===== src/rtl/usfft_stream_decoder.sv =====
// usfft_stream_decoder: unary stochastic FFT output stage. Counts ones per
// lane over a 2^BITWIDTH-cycle window and maps the count to a signed value.
// Ports:
//   iClk, iRst       clock; synchronous active-high reset
//   iClr             abort the current window, return to IDLE
//   iStart           request a new conversion window
//   iReady           consumer accepts the held result
//   iReal, iImg      per-lane bitstreams, bit k is lane k
//   oBusy            high while sampling (RUN)
//   oValid           result held until accepted (HOLD)
//   oReal, oImg      signed lane results, lane k at [k*(BITWIDTH+1) +: BITWIDTH+1]
module usfft_stream_decoder #(
  parameter int BITWIDTH = 8,
  parameter int NUMINPUT = 4
) (
  input  logic                               iClk,
  input  logic                               iRst,
  input  logic                               iClr,
  input  logic                               iStart,
  input  logic                               iReady,
  input  logic [NUMINPUT-1:0]                iReal,
  input  logic [NUMINPUT-1:0]                iImg,
  output logic                               oBusy,
  output logic                               oValid,
  output logic [NUMINPUT*(BITWIDTH+1)-1:0]   oReal,
  output logic [NUMINPUT*(BITWIDTH+1)-1:0]   oImg
);

  localparam int AW = BITWIDTH + 1;

  // Bipolar offset 2^(BITWIDTH-1) expressed in AW bits.
  localparam logic [AW-1:0] HALF =
    {2'b01, {(BITWIDTH-1){1'b0}}};

  typedef enum logic [1:0] {
    IDLE = 2'd0,
    RUN  = 2'd1,
    HOLD = 2'd2
  } state_t;

  state_t state;
  state_t state_nxt;

  logic [BITWIDTH-1:0] cnt;
  logic                last;
  logic                go;

  logic [AW-1:0] acc_re [NUMINPUT];
  logic [AW-1:0] acc_im [NUMINPUT];
  logic [AW-1:0] sum_re [NUMINPUT];
  logic [AW-1:0] sum_im [NUMINPUT];
  logic [AW-1:0] res_re [NUMINPUT];
  logic [AW-1:0] res_im [NUMINPUT];

  // ---------------------------------------------------------------
  // State register
  // ---------------------------------------------------------------
  always_ff @(posedge iClk) begin
    if (iRst) begin
      state <= IDLE;
    end else begin
      state <= state_nxt;
    end
  end

  // ---------------------------------------------------------------
  // Next-state logic; iClr outranks every other request.
  // ---------------------------------------------------------------
  always_comb begin
    state_nxt = state;
    if (iClr) begin
      state_nxt = IDLE;
    end else begin
      unique case (state)
        IDLE: begin
          if (iStart) begin
            state_nxt = RUN;
          end
        end
        RUN: begin
          if (last) begin
            state_nxt = HOLD;
          end
        end
        HOLD: begin
          if (iReady) begin
            state_nxt = iStart ? RUN : IDLE;
          end
        end
        default: begin
          state_nxt = IDLE;
        end
      endcase
    end
  end

  // ---------------------------------------------------------------
  // Output decode
  // ---------------------------------------------------------------
  always_comb begin
    oBusy  = 1'b0;
    oValid = 1'b0;
    unique case (state)
      RUN:     oBusy  = 1'b1;
      HOLD:    oValid = 1'b1;
      default: begin
        oBusy  = 1'b0;
        oValid = 1'b0;
      end
    endcase
  end

  // Final sample of the window is on the edge where cnt is all ones.
  assign last = (state == RUN) && (cnt == '1);

  // A new window opens from IDLE or straight out of HOLD.
  assign go = (state != RUN) && (state_nxt == RUN);

  // ---------------------------------------------------------------
  // Per-lane sums including this edge's bit, and bipolar results.
  // The sum reaches 2^BITWIDTH at most, which fits AW bits, and the
  // subtraction then spans -2^(BITWIDTH-1) .. +2^(BITWIDTH-1).
  // ---------------------------------------------------------------
  always_comb begin
    for (int k = 0; k < NUMINPUT; k++) begin
      sum_re[k] = acc_re[k] + AW'(iReal[k]);
      sum_im[k] = acc_im[k] + AW'(iImg[k]);
      res_re[k] = sum_re[k] - HALF;
      res_im[k] = sum_im[k] - HALF;
    end
  end

  // ---------------------------------------------------------------
  // Cycle counter
  // ---------------------------------------------------------------
  always_ff @(posedge iClk) begin
    if (iRst) begin
      cnt <= '0;
    end else if (iClr || go) begin
      cnt <= '0;
    end else if (state == RUN) begin
      cnt <= cnt + 1'b1;
    end
  end

  // ---------------------------------------------------------------
  // Accumulators: live only in RUN, emptied on the last sample so a
  // back-to-back window starts from zero.
  // ---------------------------------------------------------------
  always_ff @(posedge iClk) begin
    if (iRst) begin
      for (int k = 0; k < NUMINPUT; k++) begin
        acc_re[k] <= '0;
        acc_im[k] <= '0;
      end
    end else begin
      for (int k = 0; k < NUMINPUT; k++) begin
        if (iClr || (state != RUN) || last) begin
          acc_re[k] <= '0;
          acc_im[k] <= '0;
        end else begin
          acc_re[k] <= sum_re[k];
          acc_im[k] <= sum_im[k];
        end
      end
    end
  end

  // ---------------------------------------------------------------
  // Result registers: updated only on a completed window; an abort
  // leaves the previous result visible.
  // ---------------------------------------------------------------
  always_ff @(posedge iClk) begin
    if (iRst) begin
      oReal <= '0;
      oImg  <= '0;
    end else if (last && !iClr) begin
      for (int k = 0; k < NUMINPUT; k++) begin
        oReal[k*AW +: AW] <= res_re[k];
        oImg[k*AW +: AW]  <= res_im[k];
      end
    end
  end

endmodule


===== config.mk =====
export PLATFORM = sky130hd
export DESIGN_NAME = usfft_stream_decoder
export DESIGN_NICKNAME = d
export VERILOG_FILES = /design/src/rtl/usfft_stream_decoder.sv
export SDC_FILE = /design/constraint.sdc
export NUM_CORES = 1
export LEC_CHECK = 0
export BUFFER_PORTS_ARGS = -buffer_cell sky130_fd_sc_hd__buf_2
export CAP_MARGIN = 20
export CORE_AREA = 3 3 108 136
export DETAILED_ROUTE_END_ITERATION = 10
export DIE_AREA = 0 0 111 139
export PLACE_DENSITY = 0.75
export REMOVE_ABC_BUFFERS = 1
export SLEW_MARGIN = 40
export SYNTH_ARGS = -nofsm -noshare
export SYNTH_HDL_FRONTEND = slang
export SYNTH_SLANG_ARGS = --single-unit

===== constraint.sdc =====
create_clock -name iClk -period 1.95 [get_ports iClk]
set_input_delay 0.39 -clock iClk [delete_from_list [all_inputs] [get_ports iClk]]
set_output_delay 0.39 -clock iClk [all_outputs]
set_load 0.02 [all_outputs]

======== Word level (Yosys, flattened, before mapping) ========
Memories as Yosys holds them, arrays and structs flattened.
Index checks and enable logic that the tools add are counted.
storage, ports and cells
  memories ................................ 2
  bits in writable memories ............... 72
  memory bits (read-only) ................. 0
  flip-flop bits (word level) ............. 82
  bits in latches ......................... 0
  input bits .............................. 13
cells by class
  $lt $le $gt $ge ......................... 0
  muxes and demuxes ....................... 32
  div/mod/pow operators ................... 0
  bitwise gates (word level) .............. 16
  shift-type cells ........................ 0
  multipliers ............................. 0
  reductions and logical operators ........ 9
  $add $sub $neg .......................... 17
  equality and inequality tests ........... 5
memory list
  memory  words  bits a word  read ports  clocked after Yosys merged registers in  write ports  line  source
  acc_im  4      9            4           0                                        4            49    logic [AW-1:0] acc_im [NUMINPUT];
  acc_re  4      9            4           0                                        4            48    logic [AW-1:0] acc_re [NUMINPUT];
operators with widths
  kind                                                    number
  two-way mux 9 bit                                       16
  adder 9 x 1 -> 9 bit                                    8
  subtractor 9 x 8 -> 9 bit (second input constant)       8
  bitwise OR 1 bit                                        16
  two-way mux 1 bit                                       11
  adder 8 x 1 -> 8 bit (second input constant)            1
  == test 8 bit (second input constant)                   1
  two-way mux 2 bit                                       4
  case mux 2 bit (3 select lines)                         1
  == test 2 x 1 -> 1 bit (second input constant)          2
  logical AND 1 bit                                       3
  logical OR 1 bit                                        3
  == test 2 bit (second input constant)                   1
  zero test 2 bit                                         1
  inequality test 2 x 1 -> 1 bit (second input constant)  1
  OR reduction 2 bit                                      1
  zero test 1 bit                                         1

======== Longest topological paths before layout ========
  word-level depth ........................ 9
  depth in mapped cells ................... 8

======== Least setup slack after synthesis ========
No wires, ideal clock.
  kind .................................... reg2reg
  start point ............................. register cnt[0]
  end point ............................... memory acc_im[3][0] in the netlist's numbering, data pin
  period minus slack after synthesis ...... 1927 ps
  required time ........................... 1695 ps
  arrival time ............................ 1672 ps
  path slack .............................. 23 ps
  cell stages (with the launch flop) ...... 8
  library setup time ...................... 255 ps
  cell sequence ........................... dfxtp_1 ha_1 nand3_2 or3_1 and3_1 clkbuf_1 clkbuf_1 and2_1
RTL lines
  element                 line  source
  from (decl)             44    logic [BITWIDTH-1:0] cnt;
  from (signal assigned)  142   cnt <= cnt + 1'b1;
  to (decl)               49

======== Worst setup path after layout ========
  start point ............................. register cnt[0]
  end point ............................... register oImg[8]
between the ends
  cells in the longest elaborated chain, start to end .. 3
ends and longest elaborated chain
  element                          line  source
  == test 8 bit                    114   assign last = (state == RUN) && (cnt == '1);
  logical AND 1 bit                114
  logical AND 1 bit                177   end else if (last && !iClr) begin
  to (signal, indexed assignment)  180   oImg[k*AW +: AW] <= res_im[k];
  to (decl)                        26    output logic [NUMINPUT*(BITWIDTH+1)-1:0] oImg
Every way passes these cells.
A chain may end at the register's enable or synchronous reset.

==> summary.md <==
| Metric | Value |
|---|---|
| Max_cap viols | 0 |
| H-tree levels | 4 |
| # hold bufs at CTS | 0 |
| First-pass GRT wire length | 25.26 mm |
| Startpoint type of the worst setup path | register |
| Crit-path cells | ha_2 > nand3_4 > or4_4 > buf_12 > buf_4 > a2111oi_4 > a311o_1 |
| Tcrit/Tclk final | 98.71% |
| Worst R2R Setup Slack | 0.03 ns |
| Fmax | 519.5 MHz |
| CP Capture Type | register |
| GRT Total Usage | 20.10% |
| CTS sink cnt | 154 |
| Num rows | 48 |
| Antenna Violating Nets Remaining | 0 |
| Critical-path maximum fanout | 8 |
| Setup Skew | 0.007255 ns |
| Post-Synth Adder-Cell Area | 3.072% |
| Post-synth EDFFs | 72 |
| Clock root buffer | clkbuf_16 |
| Pwr dens | 812.8 nW/um^2 |
| Crit path capture | oImg[8] |
| Gr busiest metal | met2 |
| Share of post-route cells with drive strength above 1 | 18.90% |
| Vias per Instance | 5.261 |
| Reg clk slew, reported paths | 0.06 ns |
| Largest family of logic cells by synthesized area | simple AND/OR/NAND/NOR gates |
| Buffers on Ports | 86 |
| Initial DRC count | 249 |
| Ant. Diodes | 0 |
| Min Clock Period, post-route | 1.925 ns |
| Worst slack, placed | 0.005504 ns |
| Sequential fraction of the synthesis area | 54.94% |
| RSZ-0062 raised after global routing | true |
| Synthesized area per cell | 10.43 um^2 |
| Placer congestion estimate | 0.8674 |
| P_leak | 3.318 nW |
| Yosys Warn Count | 0 |
| Top post-synthesis cells by area | edfxtp_1 31%, dfxtp_1 24%, nor2_1 5.4% |
| Bufs on Longest Clock Path | 2 |
| Peak VDD IR | 0.5970 mV |
| Die Area | 15430 um^2 |
| Hold Fails Final Rpt | 0 |
| Mux cell area share after synthesis | 0% |
| Fin. max-slew vios | 0 |
| # DRC | 0 |
| Die Width | 111 um |
| Antenna violations before repair | 0 |
| IO Count | 87 |
| Pin count of the biggest net entering global routing | 65 |
| Met2 capacity usage during global routing | 36.16% |
| Initial Utilization | 50.78% |
| DR vias | 5403 |
| Die height | 139 um |
| Met3 usage | 4.714% |
| Synth Flop Type | dfxtp_1 |
| Post-synthesis simple-gate area fraction | 20.15% |
| Total CTS buffers | 17 |
| Yosys top cell by area | edfxtp_1 |
| Setup violations, final | 0 |
| WP data required | 2.31 ns |
| Reg2reg start | cnt[0] |
| Synth-to-Final Area Change | 25.23% |
| Met1 Use GR | 23.18% |
| Synthesized netlist cell count | 664 |
| Core footprint | 13630 um^2 |
| Synth top area share | 31.23% |
| Synth Area in Compound Gates | 12.90% |
| Worst Slack Setup Final | 0.02524 ns |
| Status | complete, no violations |
| Async SR Flop Fraction | 0% |
| GR Overflow Total | 0 |
| Number of global-route vias before repair | 5383 |
| Setup crit start | cnt[0] |
| CTS tree | built |
| Hold Startpoint | iRst |
| Worst Reg-to-Reg Cells | 7 |
| CP max stage delay | 0.57 ns |
| Crit path arrival time | 2.28 ns |
| Slowest-stage cell, CP | or4_4 |
| DRT Pass-1 Iters | 5 |
| Dominant cell by count in the synthesized netlist | nor2_1 |
| Hold Crit Class | input port to register |
| DR WL/cell | 15.07 um |
| Fin nets | 869 |
| Number of synthesized register bits | 154 |
| Clk_lat worst skew | 0.41 ns |
| Reg-to-Reg End | oImg[8] |
| Kind of critical path | register to register |
| Total wire length | 15.48 mm |
| Post-Synth XOR/XNOR Area | 6.579% |
| Hpwl dp | 10.66 mm |
| Post-synthesis cell type count | 42 |
| Post-Syn Area | 6923 um^2 |
| Top post-synthesis cells by count | 99 x nor2_1, 82 x dfxtp_1, 72 x edfxtp_1, 55 x nand2_1, 43 x a211oi_1 |
| Hold Slack | 0.3043 ns |
## final cells by class
| class | count | area, um^2 |
|---|---|---|
| inverters | 1 | 3.754 |
| repair buffers | 117 | 775.7 |
| flip-flops and latches | 154 | 3804 |
| clock buffers | 20 | 446.7 |
| clock inverters | 12 | 148.9 |
| well taps | 175 | 219.0 |
| multi-input cells | 548 | 3272 |
| fillers | 1080 | 4964 |
## power by group
group,leakage [nW],internal (W),total (W),switching (W)
clock network,0.282,0.00204,0.00329,0.00126
logic,1.63,0.0000885,0.000248,0.000159
registers,1.40,0.00344,0.00351,0.0000636
total,3.32,0.00557,0.00705,0.00148
## layout by cell type (no fill, tap or decap), types with 3 or more instances in the layout
master	synthesis	routed
a2111oi_2	4	4
a211oi_1	43	43
a21boi_0	6	6
a21oi_1	33	33
a311o_1	5	5
and2_1	17	17
and3_1	8	8
and4_1	5	5
and4b_1	5	5
buf_12	0	7
buf_2	10	86
buf_4	0	21
bufinv_16	0	3
clkbuf_16	0	18
clkinv_2	0	4
clkinvlp_4	0	4
conb_1	1	72
dfxtp_1	82	82
edfxtp_1	72	72
ha_1	17	16
nand2_1	55	55
nand3_1	42	41
nand3b_1	4	4
nand4_1	16	16
nor2_1	99	99
nor3_1	5	5
nor3b_1	10	9
o211a_1	3	3
o211ai_1	5	5
o21a_1	6	6
o21ai_0	10	10
o21bai_1	5	5
or3_1	9	8
xnor2_1	18	18
xor2_1	34	34
## flip-flops by register name (all words and copies together) (netlist names)
signal	count
oImg	36
oReal	36
cnt	8
acc_re	36
state	2
acc_im	36
## layer usage
metal | vias to the layer above | wire length (um)
met2 | 110 | 8088
met5 | - | 0
met3 | 21 | 643
li1 | 2702 | -
met1 | 2570 | 6461
met4 | 0 | 282
## repair_timing
item | 4_1_cts | 5_1_grt
gates resized for setup | 0 | 8
setup endpoints to repair | 0 | 38
buffers inserted | 0 | 6
## critical path: cells and delay by family, from the launching register on
family,cells,cell delay [ns]
and+or+nand+nor,2,0.68
AOI/OAI and AO/OA,2,0.33
DFF,1,0.34
adders and majority gates,1,0.21
buffers and inverters,2,0.30
## worst min path at each step
stage	to	slack, ns	depth (start not counted)
4_1_cts	oReal[23]	0.29	2
6_report	oReal[23]	0.30	2
2_1_floorplan	oImg[0]	0.46	1
3_3_place_gp	oImg[9]	0.44	2
5_1_grt	oReal[23]	0.30	2
3_5_place_dp	oImg[7]	0.45	2
## kinds of logic (layout without fill, tap and decap cells)
group,Yosys count,after routing
other,1,72
buffers and inverters,33,150
xor gates and xnor gates,52,52
and+or+nand+nor,283,283
DFF,154,154
AOI/OAI and AO/OA,124,124
adders and majority gates,17,17
## per-stage QoR
| step | total power (W) | setup TNS [ns] | utilization [%] | std cells | instance area, um^2 |
|---|---|---|---|---|---|
| after floorplan | 0.003696 | -527.89 | - | 703 | 7034 |
| after global routing | 0.007285 | -0.07788 | 63.59 | 1027 | 8670 |
| final | 0.007047 | 0 | 63.59 | 1027 | 8670 |
| after CTS | 0.007095 | 0 | 62.68 | 1020 | 8546 |
| after global placement | 0.003799 | 0 | 58.32 | 988 | 7950 |
| after detailed placement | 0.003810 | 0 | 58.32 | 988 | 7950 |
(Power assumes the default switching activity.)
